<file path="src/rtl/dm_dmi_responder.sv">
// rtl/dm_dmi_responder.sv - debug module register file behind the DMI trivial bus
module dm_dmi_responder #(
  parameter int unsigned DATACOUNT      = 1,
  parameter logic [31:0] HARTINFO_VALUE = 32'h0
) (
  input  logic        clk,
  input  logic        rst_n,
  input  logic        dmi_start,
  output logic        dmi_finish,
  input  logic [1:0]  dmi_op,
  input  logic [6:0]  dmi_address,
  input  logic [31:0] dmi_wdata,
  output logic [31:0] dmi_rdata,
  output logic        haltreq,
  output logic        resumereq,
  output logic        ndmreset,
  input  logic        halted,
  input  logic        resumeack,
  output logic        ar_req,
  output logic        ar_write,
  output logic [15:0] ar_regno,
  output logic [31:0] ar_wdata,
  input  logic [31:0] ar_rdata,
  input  logic        ar_ack,
  input  logic        ar_err
);

  localparam logic [6:0] ADDR_DATA0      = 7'h04;
  localparam logic [6:0] ADDR_DMCONTROL  = 7'h10;
  localparam logic [6:0] ADDR_DMSTATUS   = 7'h11;
  localparam logic [6:0] ADDR_HARTINFO   = 7'h12;
  localparam logic [6:0] ADDR_ABSTRACTCS = 7'h16;
  localparam logic [6:0] ADDR_COMMAND    = 7'h17;
  localparam logic [3:0] DATACOUNT_W     = 4'(DATACOUNT);

  typedef enum logic {D_IDLE, D_RESP} dmi_state_e;
  typedef enum logic {A_IDLE, A_WAIT} ar_state_e;

  dmi_state_e  dmi_state_q, dmi_state_d;
  ar_state_e   ar_state_q, ar_state_d;
  logic [1:0]  op_q, op_d;
  logic [6:0]  addr_q, addr_d;
  logic [31:0] wdata_q, wdata_d;
  logic [31:0] data0_q, data0_d;
  logic        haltreq_q, haltreq_d;
  logic        resumereq_q, resumereq_d;
  logic        ndmreset_q, ndmreset_d;
  logic        dmactive_q, dmactive_d;
  logic        resack_q, resack_d;
  logic [2:0]  cmderr_q, cmderr_d;
  logic        ar_write_q, ar_write_d;
  logic [15:0] ar_regno_q, ar_regno_d;
  logic [31:0] ar_wdata_q, ar_wdata_d;

  logic        busy;
  logic        wr_en;
  logic [31:0] rdata_mux;

  // busy is exactly "an access is outstanding on the hart port"
  assign busy  = (ar_state_q == A_WAIT);
  // the write side effect lands on the edge that closes the response cycle
  assign wr_en = (dmi_state_q == D_RESP) && (op_q == 2'd2);

  // Read multiplexer over the latched address
  always_comb begin
    rdata_mux = '0;
    case (addr_q)
      ADDR_DATA0:      rdata_mux = data0_q;
      ADDR_DMCONTROL:  rdata_mux = {haltreq_q, 1'b0, 28'b0, ndmreset_q, dmactive_q};
      ADDR_DMSTATUS:   rdata_mux = {14'b0, resack_q, resack_q, 4'b0, ~halted, ~halted,
                                    halted, halted, 1'b1, 3'b0, 4'd2};
      ADDR_HARTINFO:   rdata_mux = HARTINFO_VALUE;
      ADDR_ABSTRACTCS: rdata_mux = {3'b0, 5'd0, 11'b0, busy, 1'b0, cmderr_q, 4'b0, DATACOUNT_W};
      default:         rdata_mux = '0;
    endcase
  end

  // Next state of both FSMs and the register file; dmcontrol writes are applied last so a deactivation overrides everything
  always_comb begin
    dmi_state_d = dmi_state_q;
    ar_state_d  = ar_state_q;
    op_d        = op_q;
    addr_d      = addr_q;
    wdata_d     = wdata_q;
    data0_d     = data0_q;
    haltreq_d   = haltreq_q;
    resumereq_d = resumereq_q;
    ndmreset_d  = ndmreset_q;
    dmactive_d  = dmactive_q;
    resack_d    = resack_q;
    cmderr_d    = cmderr_q;
    ar_write_d  = ar_write_q;
    ar_regno_d  = ar_regno_q;
    ar_wdata_d  = ar_wdata_q;

    case (dmi_state_q)
      D_IDLE: begin
        if (dmi_start) begin
          dmi_state_d = D_RESP;
          op_d        = dmi_op;
          addr_d      = dmi_address;
          wdata_d     = dmi_wdata;
        end
      end
      default: dmi_state_d = D_IDLE;
    endcase

    if (resumeack) begin
      resumereq_d = 1'b0;
      resack_d    = 1'b1;
    end

    if (busy && ar_ack) begin
      ar_state_d = A_IDLE;
      if (ar_err) begin
        cmderr_d = 3'd3;
      end else if (!ar_write_q) begin
        data0_d = ar_rdata;
      end
    end

    if (wr_en) begin
      if (addr_q == ADDR_DMCONTROL) begin
        dmactive_d = wdata_q[0];
        if (!wdata_q[0]) begin
          haltreq_d   = 1'b0;
          resumereq_d = 1'b0;
          ndmreset_d  = 1'b0;
          data0_d     = '0;
          cmderr_d    = '0;
          ar_state_d  = A_IDLE;
        end else begin
          haltreq_d  = wdata_q[31];
          ndmreset_d = wdata_q[1];
          if (wdata_q[30] && !wdata_q[31]) begin
            resumereq_d = 1'b1;
            resack_d    = 1'b0;
          end
        end
      end else if (dmactive_q) begin
        case (addr_q)
          ADDR_DATA0: begin
            if (busy) begin
              if (cmderr_q == 3'd0) cmderr_d = 3'd1;
            end else begin
              data0_d = wdata_q;
            end
          end
          ADDR_ABSTRACTCS: cmderr_d = cmderr_q & ~wdata_q[10:8];
          ADDR_COMMAND: begin
            if (busy) begin
              if (cmderr_q == 3'd0) cmderr_d = 3'd1;
            end else if (cmderr_q != 3'd0) begin
              cmderr_d = cmderr_q;
            end else if ((wdata_q[31:24] != 8'd0) || (wdata_q[22:20] != 3'd2) || wdata_q[18]) begin
              cmderr_d = 3'd2;
            end else if (!wdata_q[17]) begin
              cmderr_d = cmderr_q;
            end else if (!halted) begin
              cmderr_d = 3'd4;
            end else begin
              ar_state_d = A_WAIT;
              ar_write_d = wdata_q[16];
              ar_regno_d = wdata_q[15:0];
              ar_wdata_d = data0_q;
            end
          end
          default: ;
        endcase
      end
    end
  end

  // State and register update with synchronous active-low reset
  always_ff @(posedge clk) begin
    if (!rst_n) begin
      dmi_state_q <= D_IDLE;
      ar_state_q  <= A_IDLE;
      op_q        <= '0;
      addr_q      <= '0;
      wdata_q     <= '0;
      data0_q     <= '0;
      haltreq_q   <= 1'b0;
      resumereq_q <= 1'b0;
      ndmreset_q  <= 1'b0;
      dmactive_q  <= 1'b0;
      resack_q    <= 1'b0;
      cmderr_q    <= '0;
      ar_write_q  <= 1'b0;
      ar_regno_q  <= '0;
      ar_wdata_q  <= '0;
    end else begin
      dmi_state_q <= dmi_state_d;
      ar_state_q  <= ar_state_d;
      op_q        <= op_d;
      addr_q      <= addr_d;
      wdata_q     <= wdata_d;
      data0_q     <= data0_d;
      haltreq_q   <= haltreq_d;
      resumereq_q <= resumereq_d;
      ndmreset_q  <= ndmreset_d;
      dmactive_q  <= dmactive_d;
      resack_q    <= resack_d;
      cmderr_q    <= cmderr_d;
      ar_write_q  <= ar_write_d;
      ar_regno_q  <= ar_regno_d;
      ar_wdata_q  <= ar_wdata_d;
    end
  end

  assign dmi_finish = (dmi_state_q == D_RESP);
  assign dmi_rdata  = (dmi_finish && (op_q == 2'd1)) ? rdata_mux : '0;
  assign haltreq    = haltreq_q;
  assign resumereq  = resumereq_q;
  assign ndmreset   = ndmreset_q;
  assign ar_req     = busy;
  assign ar_write   = ar_write_q;
  assign ar_regno   = ar_regno_q;
  assign ar_wdata   = ar_wdata_q;

endmodule

</file>
<file path="config.mk">
export PLATFORM = sky130hd
export DESIGN_NAME = dm_dmi_responder
export DESIGN_NICKNAME = d
export VERILOG_FILES = /design/src/rtl/dm_dmi_responder.sv
export SDC_FILE = /design/constraint.sdc
export NUM_CORES = 1
export LEC_CHECK = 0
export CELL_PAD_IN_SITES_DETAIL_PLACEMENT = 0
export CELL_PAD_IN_SITES_GLOBAL_PLACEMENT = 1
export CORE_MARGIN = 2
export CORE_UTILIZATION = 37
export DETAILED_ROUTE_END_ITERATION = 6
export MAX_ROUTING_LAYER = met4
export PLACE_DENSITY_LB_ADDON = 0.3
export REMOVE_ABC_BUFFERS = 1
export SYNTH_ARGS = -nofsm -noshare
export SYNTH_HDL_FRONTEND = slang
export SYNTH_SLANG_ARGS = --single-unit
</file>
<file path="constraint.sdc">
create_clock -name clk -period 5.95 [get_ports clk]
set_input_delay 1.4875 -clock clk [delete_from_list [all_inputs] [get_ports clk]]
set_output_delay 1.4875 -clock clk [all_outputs]
set_load 0.05 [all_outputs]
</file>
==> impl_metrics.ini, run 1 <==
[clock_network]
cts_buffers = 17
ctsHoldBuffers = 0
post_cts_resized = 0
cts_setup_buffers = 0
clock_tree.buffer_depth = 2
htreeDepth = 4
cts_tree = built
clkTransAtPathRegs_ns = 0.06
clkLatencyLatePin_ns = 0.41
root_buffer = clkbuf_16
clock_sinks = 132

[worst_setup_path]
path_class = reg -> out
cp-end-kind = output pin
crit_buf_inv = 1
crit_family = simple AND/OR/NAND/NOR gates
critPathArrivalTime_ns = 3.57
worst_path_max_delay_cell = clkdlybuf4s50_1
path_max_fanout = 16
crit_required_ns = 4.46
critPathLaunchType = register
crit_top_cell = nor4_1
cp_slowest_stage_delay_ns = 0.87
worstPathCellList = nor4_1 > and3_1 > nor4_1 > or2_1 > a21oi_1 > clkdlybuf4s50_1

[global_route]
grt_max_degree = 104
antenna_found_initial = 0
met1_usage_pct = 27.9
grt_pass1_vias = 5246
grt_use_met2_pct = 34.0
grt_util_met3_pct = 5.23
grt_pass1_wl_um = 27000
grt_busiest_layer = met2
grtUsageTotal_pct = 21.8
gr-total-overflow = 0

[yosys]
synth_warnings = 0
synth_area_leaders = dfxtp_1 (47%), nand2_1 (13%), a21oi_1 (9.6%), mux2_2 (6.2%), a22oi_1 (4.9%)
yosys.cell_types.count = 45
yosysTopAreaCell = dfxtp_1
netlist_instances = 703
synth.avg_cell_area_sq_um = 7.99
synth_enable_flop_cells = 0
synth.top_cell.area_share_pct = 47.0
async_flop_share_pct = 0
synth_seq_area_share_pct = 47.0
syn_area_sq_um = 5620
synth_flop_cell = dfxtp_1
synth-seq-cells = 132

[timing]
whs_ns = 0.452
fin_crit_ns = 5.06
worst_clock_skew_ns = 0.0103
fmax_mhz = 198
fin_ws_ns = 0.891
worst_pin_slew_ns = 1.15
hold_viol = 0
slew_violations = 0
setup_tns_ns = 0
period_share_pct = 85.0
finalSetupViolCount = 0
rsz0062_at_grt = false
slew_headroom_pct = 22.8

[pwr]
p_seq_share_pct = 43.6
p_sw_uw = 462
p_clk_share_pct = 50.2
swShare_pct = 21.9
p_leak_uw = 0.00274
pwr-share-comb_pct = 6.2
power_density_nw_per_um2 = 265
p_int_uw = 1650
peakVddDrop_mv = 0.171

[min_path]
min_path_type = reg -> reg

[floorplanning]
dieArea_sq_um = 16200
core_area_sq_um = 15000
start_util_pct = 37.4
die_w_um = 127
row_count = 45
die_y_um = 127
top_level_ports = 166

[detailed_routing]
vias = 5425
via_per_inst = 5.22
wire_per_inst_um = 16.4
antenna_left = 0
dr.first_iter.drc_count = 426
drtPass1Iterations = 4
wirelength_um = 17000
drc = 0

[cells_and_area]
fillers = 1434
area_delta_synth_final_pct = 41.5
layoutNonFillerInstCount = 1040
nets = 919
n_antenna_cell = 0
design_area_sq_um = 7950
drive_gt1_share_pct = 9.15

[placement]
port_buffers = 165
postPlaceCellArea_sq_um = 7360
place_hpwl_um = 11100
dp_slack_ns = 1.26
gp_congestion = 0.909
post-place-cells = 1008

[run_status]
status = finished clean

[flow_run]
maxCapViolCount = 0
==> logic make-up (layout without fill, tap and decap cells) <==
group           after synthesis  in the layout  synth area share (%)
mux                          31             31                  6.21
simple gates                314            314                  24.9
flops                       132            132                  47.0
buf+inv                      59            208                  4.50
compound gates              167            167                  17.4
==> layout by cell type (no fill, tap or decap), types with 2 or more instances in the layout <==
master / n
nand3_1: 7
clkdlybuf4s50_1: 165
o21a_1: 2
nand2_1: 193
o21ai_0: 4
clkbuf_8: 2
clkinv_2: 4
buf_4: 4
nor4_1: 5
a22oi_1: 37
mux2_2: 31
or4_1: 2
inv_1: 5
and3_1: 4
nor3_2: 3
nand3b_1: 4
a221oi_1: 2
bufinv_16: 3
nand2b_1: 2
a21oi_1: 107
clkbuf_16: 17
nor4b_1: 2
dfxtp_1: 132
a31oi_1: 3
nand4_1: 4
a211oi_1: 3
nor2_1: 49
nor3_1: 5
and2_1: 21
clkbuf_1: 4
==> layer usage <==
metal | wire, um | up-vias
li1 | - | 2675
met2 | 7810 | 184
met1 | 8060 | 2546
met3 | 862 | 20
met5 | 0 | -
met4 | 281 | 0
==> sequential cells by signal (all words and copies together) (netlist names) <==
register / count
ndmreset: 1
cmderr_q: 3
ar_wdata: 32
ar_write: 1
dmactive_q: 1
haltreq: 1
addr_q: 7
resumereq: 1
ar_regno: 16
op_q: 2
data0_q: 32
wdata_q: 32
resack_q: 1
ar_req: 1
dmi_finish: 1
==> Yosys cell counts, types with 2 or more instances <==
master    instances
nand2b_1          3
a221oi_1          2
nand2_1         194
a31oi_1           3
mux2_2           31
buf_2            10
nand4_1           4
inv_1             6
and2_1           22
nor3_1            6
buf_6             2
nor4b_1           2
nand3b_1          4
clkbuf_1         39
nor3_2            2
nor4_1            5
or4_1             2
a211oi_1          3
dfxtp_1         132
a22oi_1          37
a21oi_1         108
nand3_1           7
o21ai_0           4
nor2_1           49
nor2b_1           2
and3_1            4
o21a_1            2
==> power groups by stage <==
stage               combinational, uW  clock [uW]  sequential [uW]
finish                            130        1060              920
global placement                  128           0              937
global route                      142        1120              921
CTS                               131        1080              919
floorplan                        52.0           0              934
detailed placement                130           0              938
==> layout make-up <==
cell class                      instances  area [sq um]  area share (%)
Inverter                                6          25.0           0.315
Clock buffer                           23           468            5.89
Timing Repair Buffer                  170          1700            21.4
Sequential cell                       132          2640            33.2
Clock inverter                          9           126            1.59
Multi-Input combinational cell        512          2750            34.6
Tap cell                              188           235            2.96
==> through the flow <==
step / total power, uW / util (%)
6_report: 2110 / 52.9
5_1_grt: 2180 / 52.9
4_1_cts: 2130 / 52.9
3_5_place_dp: 1070 / 48.9
3_3_place_gp: 1070 / 48.9
2_1_floorplan: 986 / -
==> worst register-to-register path, delay by kind of cell (launching register included) <==
family,cells,cell delay [ns]
simple gates,4,1.92
compound gates,2,0.64
flops,1,0.46
==> worst paths after layout <==
path	slack, ns	endpoint	from	cells past startpoint
worst max register to register	2.77	data0_q[11]	addr_q[0]	6
worst min register to register	0.45	ar_wdata[23]	ar_wdata[23]	2
worst max-delay path	0.89	dmi_rdata[17]	addr_q[0]	6
worst min-delay path	0.45	ar_wdata[23]	ar_wdata[23]	2
Note: power is estimated with default switching activity, not from simulation.
==> inputs of run 2 (changes only) <==
--- a/config.mk
+++ b/config.mk
@@ -7,7 +7,6 @@
 export LEC_CHECK = 0
 export CELL_PAD_IN_SITES_DETAIL_PLACEMENT = 0
 export CELL_PAD_IN_SITES_GLOBAL_PLACEMENT = 1
-export CORE_MARGIN = 2
 export CORE_UTILIZATION = 37
 export DETAILED_ROUTE_END_ITERATION = 6
 export MAX_ROUTING_LAYER = met4
==> run 2 against run 1 <==
The run now ends with DRC left. Critical path depth unchanged. Sequential cell count unchanged. Maximum frequency up 0.80%. Clock power down 6%. Die area down 3.1%. Largest cell class unchanged. First-iteration DRC count up 30%. Final cell count down 0.38%. Clock-buffer cell count up 1. Global-route usage up 0.84 points. Register-to-register slack worse by 0.06 ns.
==> impl_metrics.ini, run 2 (synthesized netlist as in run 1, its figures left out) <==
[run_status]
status = finished with violations
failed_checks = DRC

[cells_and_area]
layout_common_cells = nand2_1 (193), clkdlybuf4s50_1 (165), dfxtp_1 (132)
design_area_sq_um = 7910
n_antenna_cell = 0
layoutNonFillerInstCount = 1036
final_util_pct = 53.8
nets = 919
final_common_cell = nand2_1
drive_gt1_share_pct = 9.27
area_delta_synth_final_pct = 40.7

[timing]
fmax_mhz = 199
finalSetupViolCount = 0
slew_headroom_pct = 25.1
setup_tns_ns = 0
worst_pin_slew_ns = 1.12
fin_crit_ns = 5.02
rsz0062_at_grt = false
fin_ws_ns = 0.931
slew_violations = 0
worst_clock_skew_ns = 0.00696
hold_viol = 0
period_share_pct = 84.4

[worst_setup_path]
worstPathCellList = nor4_1 > and3_1 > nor4_1 > or2_1 > a21oi_1 > clkdlybuf4s50_1
path_max_fanout = 16
cp-end-kind = output pin
path_class = reg -> out
worst_path_max_delay_cell = clkdlybuf4s50_1
cp_slowest_stage_delay_ns = 0.84
r2r_start = addr_q[0]
r2r_setup_slack_ns = 2.71
crit_buf_inv = 1
crit_start = addr_q[0]
crit_required_ns = 4.46
critPathArrivalTime_ns = 3.53
critPathLaunchType = register
crit_top_cell = nor4_1
crit_family = simple AND/OR/NAND/NOR gates

[clock_network]
htreeDepth = 4
clkLatencyLatePin_ns = 0.42
cts_buffers = 17
root_buffer = clkbuf_16
cts_tree = built
clock_sinks = 132
ctsHoldBuffers = 0
clkTransAtPathRegs_ns = 0.06
cts_setup_buffers = 0
clock_tree.buffer_depth = 2
post_cts_resized = 0

[placement]
port_buffers = 165
post-place-cells = 1004
postPlaceCellArea_sq_um = 7340
gp_congestion = 0.828
place_hpwl_um = 11100
dp_slack_ns = 1.19

[detailed_routing]
wl_met1_um = 8160
drtPass1Iterations = 7
wire_per_inst_um = 16.6
met3WireLength_um = 916
wirelength_um = 17200
drc = 32
dr.first_iter.drc_count = 553
via_per_inst = 5.18
wl_met2_um = 7860
top_layer_used = met4
vias = 5365
antenna_left = 0

[pwr]
peakVddDrop_mv = 0.169
p_leak_uw = 0.00272
power_density_nw_per_um2 = 259

[floorplanning]
top_level_ports = 166
row_count = 44
core_area_sq_um = 14700
die_y_um = 125
start_util_pct = 38.2
die_w_um = 125
dieArea_sq_um = 15700

[global_route]
grt_pass1_vias = 5114
antenna_found_initial = 0
grtUsageTotal_pct = 22.7
grt_max_degree = 89
gr-total-overflow = 0
grt_pass1_wl_um = 26800

[min_path]
min_path_type = reg -> reg
hp-start = ar_wdata[26]

[flow_run]
maxCapViolCount = 0
run 2: changes by cell type in the layout (fill, tap and decap cells not counted), sizes merged:
cell | before | now
clkbuf | 23 | 24
clkinvlp | 1 | 2
bufinv | 3 | 1
run 2: cell type report:
| cell class | instances | area [sq um] |
|---|---|---|
| Clock buffer | 24 | 492 |
| Clock inverter | 8 | 73.8 |
| Fill cell | 1388 | 6790 |
| Inverter | 6 | 25.0 |
| Multi-Input combinational cell | 512 | 2750 |
| Sequential cell | 132 | 2640 |
| Tap cell | 184 | 230 |
| Timing Repair Buffer | 170 | 1690 |
run 2: path summary, 6_finish.rpt:
path | to | depth (start not counted)
hold / removal | ar_wdata[26] | 2
setup / recovery | dmi_rdata[8] | 6
setup reg to reg | data0_q[6] | 6
hold reg to reg | ar_wdata[26] | 2
run 2: worst reg2reg max path: cells and delay by family (launching register included):
kind | cells | cell delay, ns
and+or+nand+nor | 4 | 1.98
DFF | 1 | 0.47
AOI/OAI and AO/OA | 2 | 0.64
run 2: report_power, final:
part / internal [uW] / switching, uW
Combinational: 65.7 / 64.7
Sequential: 902 / 18.1
Clock: 617 / 384
run 2: stage by stage:
step                      total power, uW  hold WS, ns
after CTS                            2070        0.453
final                                2050        0.448
after detailed placement             1070        0.445
after floorplan                       986        0.437
after global routing                 2120        0.471
after global placement               1070        0.438
run 2: metal layers:
metal / up-vias / track usage (%)
li1: 2671 / -
met1: 2503 / 28.9
met2: 170 / 35.2
met3: 21 / 5.01
met4: 0 / 8.46
met5: - / -
==> inputs of run 3 (changes only) <==
--- a/config.mk
+++ b/config.mk
@@ -7,7 +7,7 @@
 export LEC_CHECK = 0
 export CELL_PAD_IN_SITES_DETAIL_PLACEMENT = 0
 export CELL_PAD_IN_SITES_GLOBAL_PLACEMENT = 1
-export CORE_UTILIZATION = 37
+export CORE_UTILIZATION = 31
 export DETAILED_ROUTE_END_ITERATION = 6
 export MAX_ROUTING_LAYER = met4
 export PLACE_DENSITY_LB_ADDON = 0.3
==> constraint.sdc (replaced) <==
create_clock -name clk -period 4.5 [get_ports clk]
set_input_delay 1.125 -clock clk [delete_from_list [all_inputs] [get_ports clk]]
set_output_delay 1.125 -clock clk [all_outputs]
set_load 0.05 [all_outputs]
==> run 3 against run 2 <==
The run now ends clean. Total power rose by 36%. Non-clock buffer count grew 6. Sequential power increased by 32%. Sequential share of layout area is 0.56 points lower. Via count is 1.1% higher. Combinational power increased by 34%. Utilization shrank 7.8 points. Clock power grew 40%. Routed wire length increased by 2.6%. Critical path depth grew 1.
==> impl_metrics.ini, run 3 (synthesized netlist as in run 1, its figures left out) <==
[global_route]
grt_pass1_wl_um = 27400
grtUsageTotal_pct = 20.0
gr-total-overflow = 0
grt_pass1_vias = 5179
antenna_found_initial = 0
grt_max_degree = 79

[timing]
setup_tns_ns = 0
finalSetupViolCount = 0
slew_violations = 0
period_share_pct = 93.2
worst_pin_slew_ns = 1.15
rsz0062_at_grt = false
hold_viol = 0
slew_headroom_pct = 23.1
fin_crit_ns = 4.19
worst_clock_skew_ns = 0.0187
fmax_mhz = 239

[worst_setup_path]
crit_family = simple AND/OR/NAND/NOR gates
worst_path_max_delay_cell = clkdlybuf4s50_1
cp_slowest_stage_delay_ns = 0.82
ff2ff_path_depth = 7
critPathLaunchType = register
crit_required_ns = 3.38
path_class = reg -> out
critPathArrivalTime_ns = 3.07
path_max_fanout = 10
cp-end-kind = output pin
r2r_start = wdata_q[27]
r2r-end = ar_regno[5]
worstPathCellList = or3_1 > nor3_2 > buf_4 > nor4_1 > or2_1 > nor2_1 > clkdlybuf4s50_1
r2r_setup_slack_ns = 1.74
crit_buf_inv = 2

[clock_network]
cts_buffers = 17
clkLatencyLatePin_ns = 0.43
cts_tree = built
post_cts_resized = 0
clkTransAtPathRegs_ns = 0.06
htreeDepth = 4
root_buffer = clkbuf_16
clock_sinks = 132
ctsHoldBuffers = 0
cts_setup_buffers = 0
clock_tree.buffer_depth = 2

[detailed_routing]
antenna_left = 0
via_per_inst = 5.01
wire_per_inst_um = 16.3
dr.first_iter.drc_count = 289
wirelength_um = 17600
vias = 5424
drc = 0
drtPass1Iterations = 4

[min_path]
hp-start = ar_regno[11]
min_path_type = reg -> reg
whs_path_depth = 2
holdPathEnd = ar_regno[11]

[cells_and_area]
nets = 925
fillers = 1700
drive_gt1_share_pct = 11.1
design_area_sq_um = 8040
seqCellArea_sq_um = 2640
layout_common_cells = nand2_1 (193), clkdlybuf4s50_1 (158), dfxtp_1 (132)
n_antenna_cell = 0
area_delta_synth_final_pct = 43.1
final_common_cell = nand2_1
multiInputGateArea_sq_um = 2750

[run_status]
status = finished clean

[pwr]
peakVddDrop_mv = 0.263
p_leak_uw = 0.00278
power_density_nw_per_um2 = 347
finalPower_uw = 2790

[placement]
place_hpwl_um = 11500
port_buffers = 165
gp_congestion = 0.786
postPlaceCellArea_sq_um = 7440

[floorplanning]
dieArea_sq_um = 18700
die_y_um = 137
top_level_ports = 166
die_w_um = 137
start_util_pct = 32.1
row_count = 48
core_area_sq_um = 17500

[flow_run]
maxCapViolCount = 0
[run 3: power breakdown]
group | switching [uW] | internal (uW) | leakage [uW]
clock | 573 | 830 | 0.000288
combinational | 84.4 | 89.5 | 0.00143
sequential | 23.5 | 1190 | 0.00107
total | 681 | 2110 | 0.00278
[run 3: final cells by class]
class                      instances  share of cell area, %
sequential                       132                   32.9
clock inverter                    15                   2.12
clock buffer                      17                   5.29
timing repair buffer             176                   21.7
inverter                           6                  0.311
multi-input combinational        512                   34.2
tap                              225                   3.50
[run 3: worst max-delay path by stage]
stage	start	to	depth (start not counted)	slack, ns
4_1_cts	addr_q[3]	dmi_rdata[12]	7	0.26
2_1_floorplan	ar_ack	data0_q[10]	5	0.23
3_3_place_gp	addr_q[3]	dmi_rdata[12]	7	0.77
3_5_place_dp	addr_q[3]	dmi_rdata[12]	7	0.74
6_report	addr_q[3]	dmi_rdata[31]	7	0.31
5_1_grt	addr_q[3]	dmi_rdata[31]	7	0.11
[run 3: layer usage]
layer | wire, um | GRT usage (%) | part of all wire, %
met1 | 7990 | 23.9 | 45
met2 | 8390 | 32.3 | 48
met3 | 979 | 4.67 | 5.5
met4 | 278 | 7.84 | 1.6
met5 | 0 | - | 0
[run 3: stage by stage]
stage          setup WS (ns)  hold WS, ns  std cells  utilization (%)
2_1_floorplan          0.228        0.437        650                -
3_3_place_gp           0.770        0.437       1051             42.6
3_5_place_dp           0.738        0.444       1051             42.6
4_1_cts                0.264        0.452       1083             46.0
5_1_grt                0.105        0.464       1083             46.0
6_report               0.308        0.451       1083             46.0
[run 3: worst register-to-register path: stages, from the launching register on]
cell	delay (ns)
dfxtp_1	0.32
nor4_1	0.68
nand4_1	0.18
nor2_1	0.13
nor4b_4	0.70
buf_4	0.40
nand2_1	0.10
a21oi_1	0.16
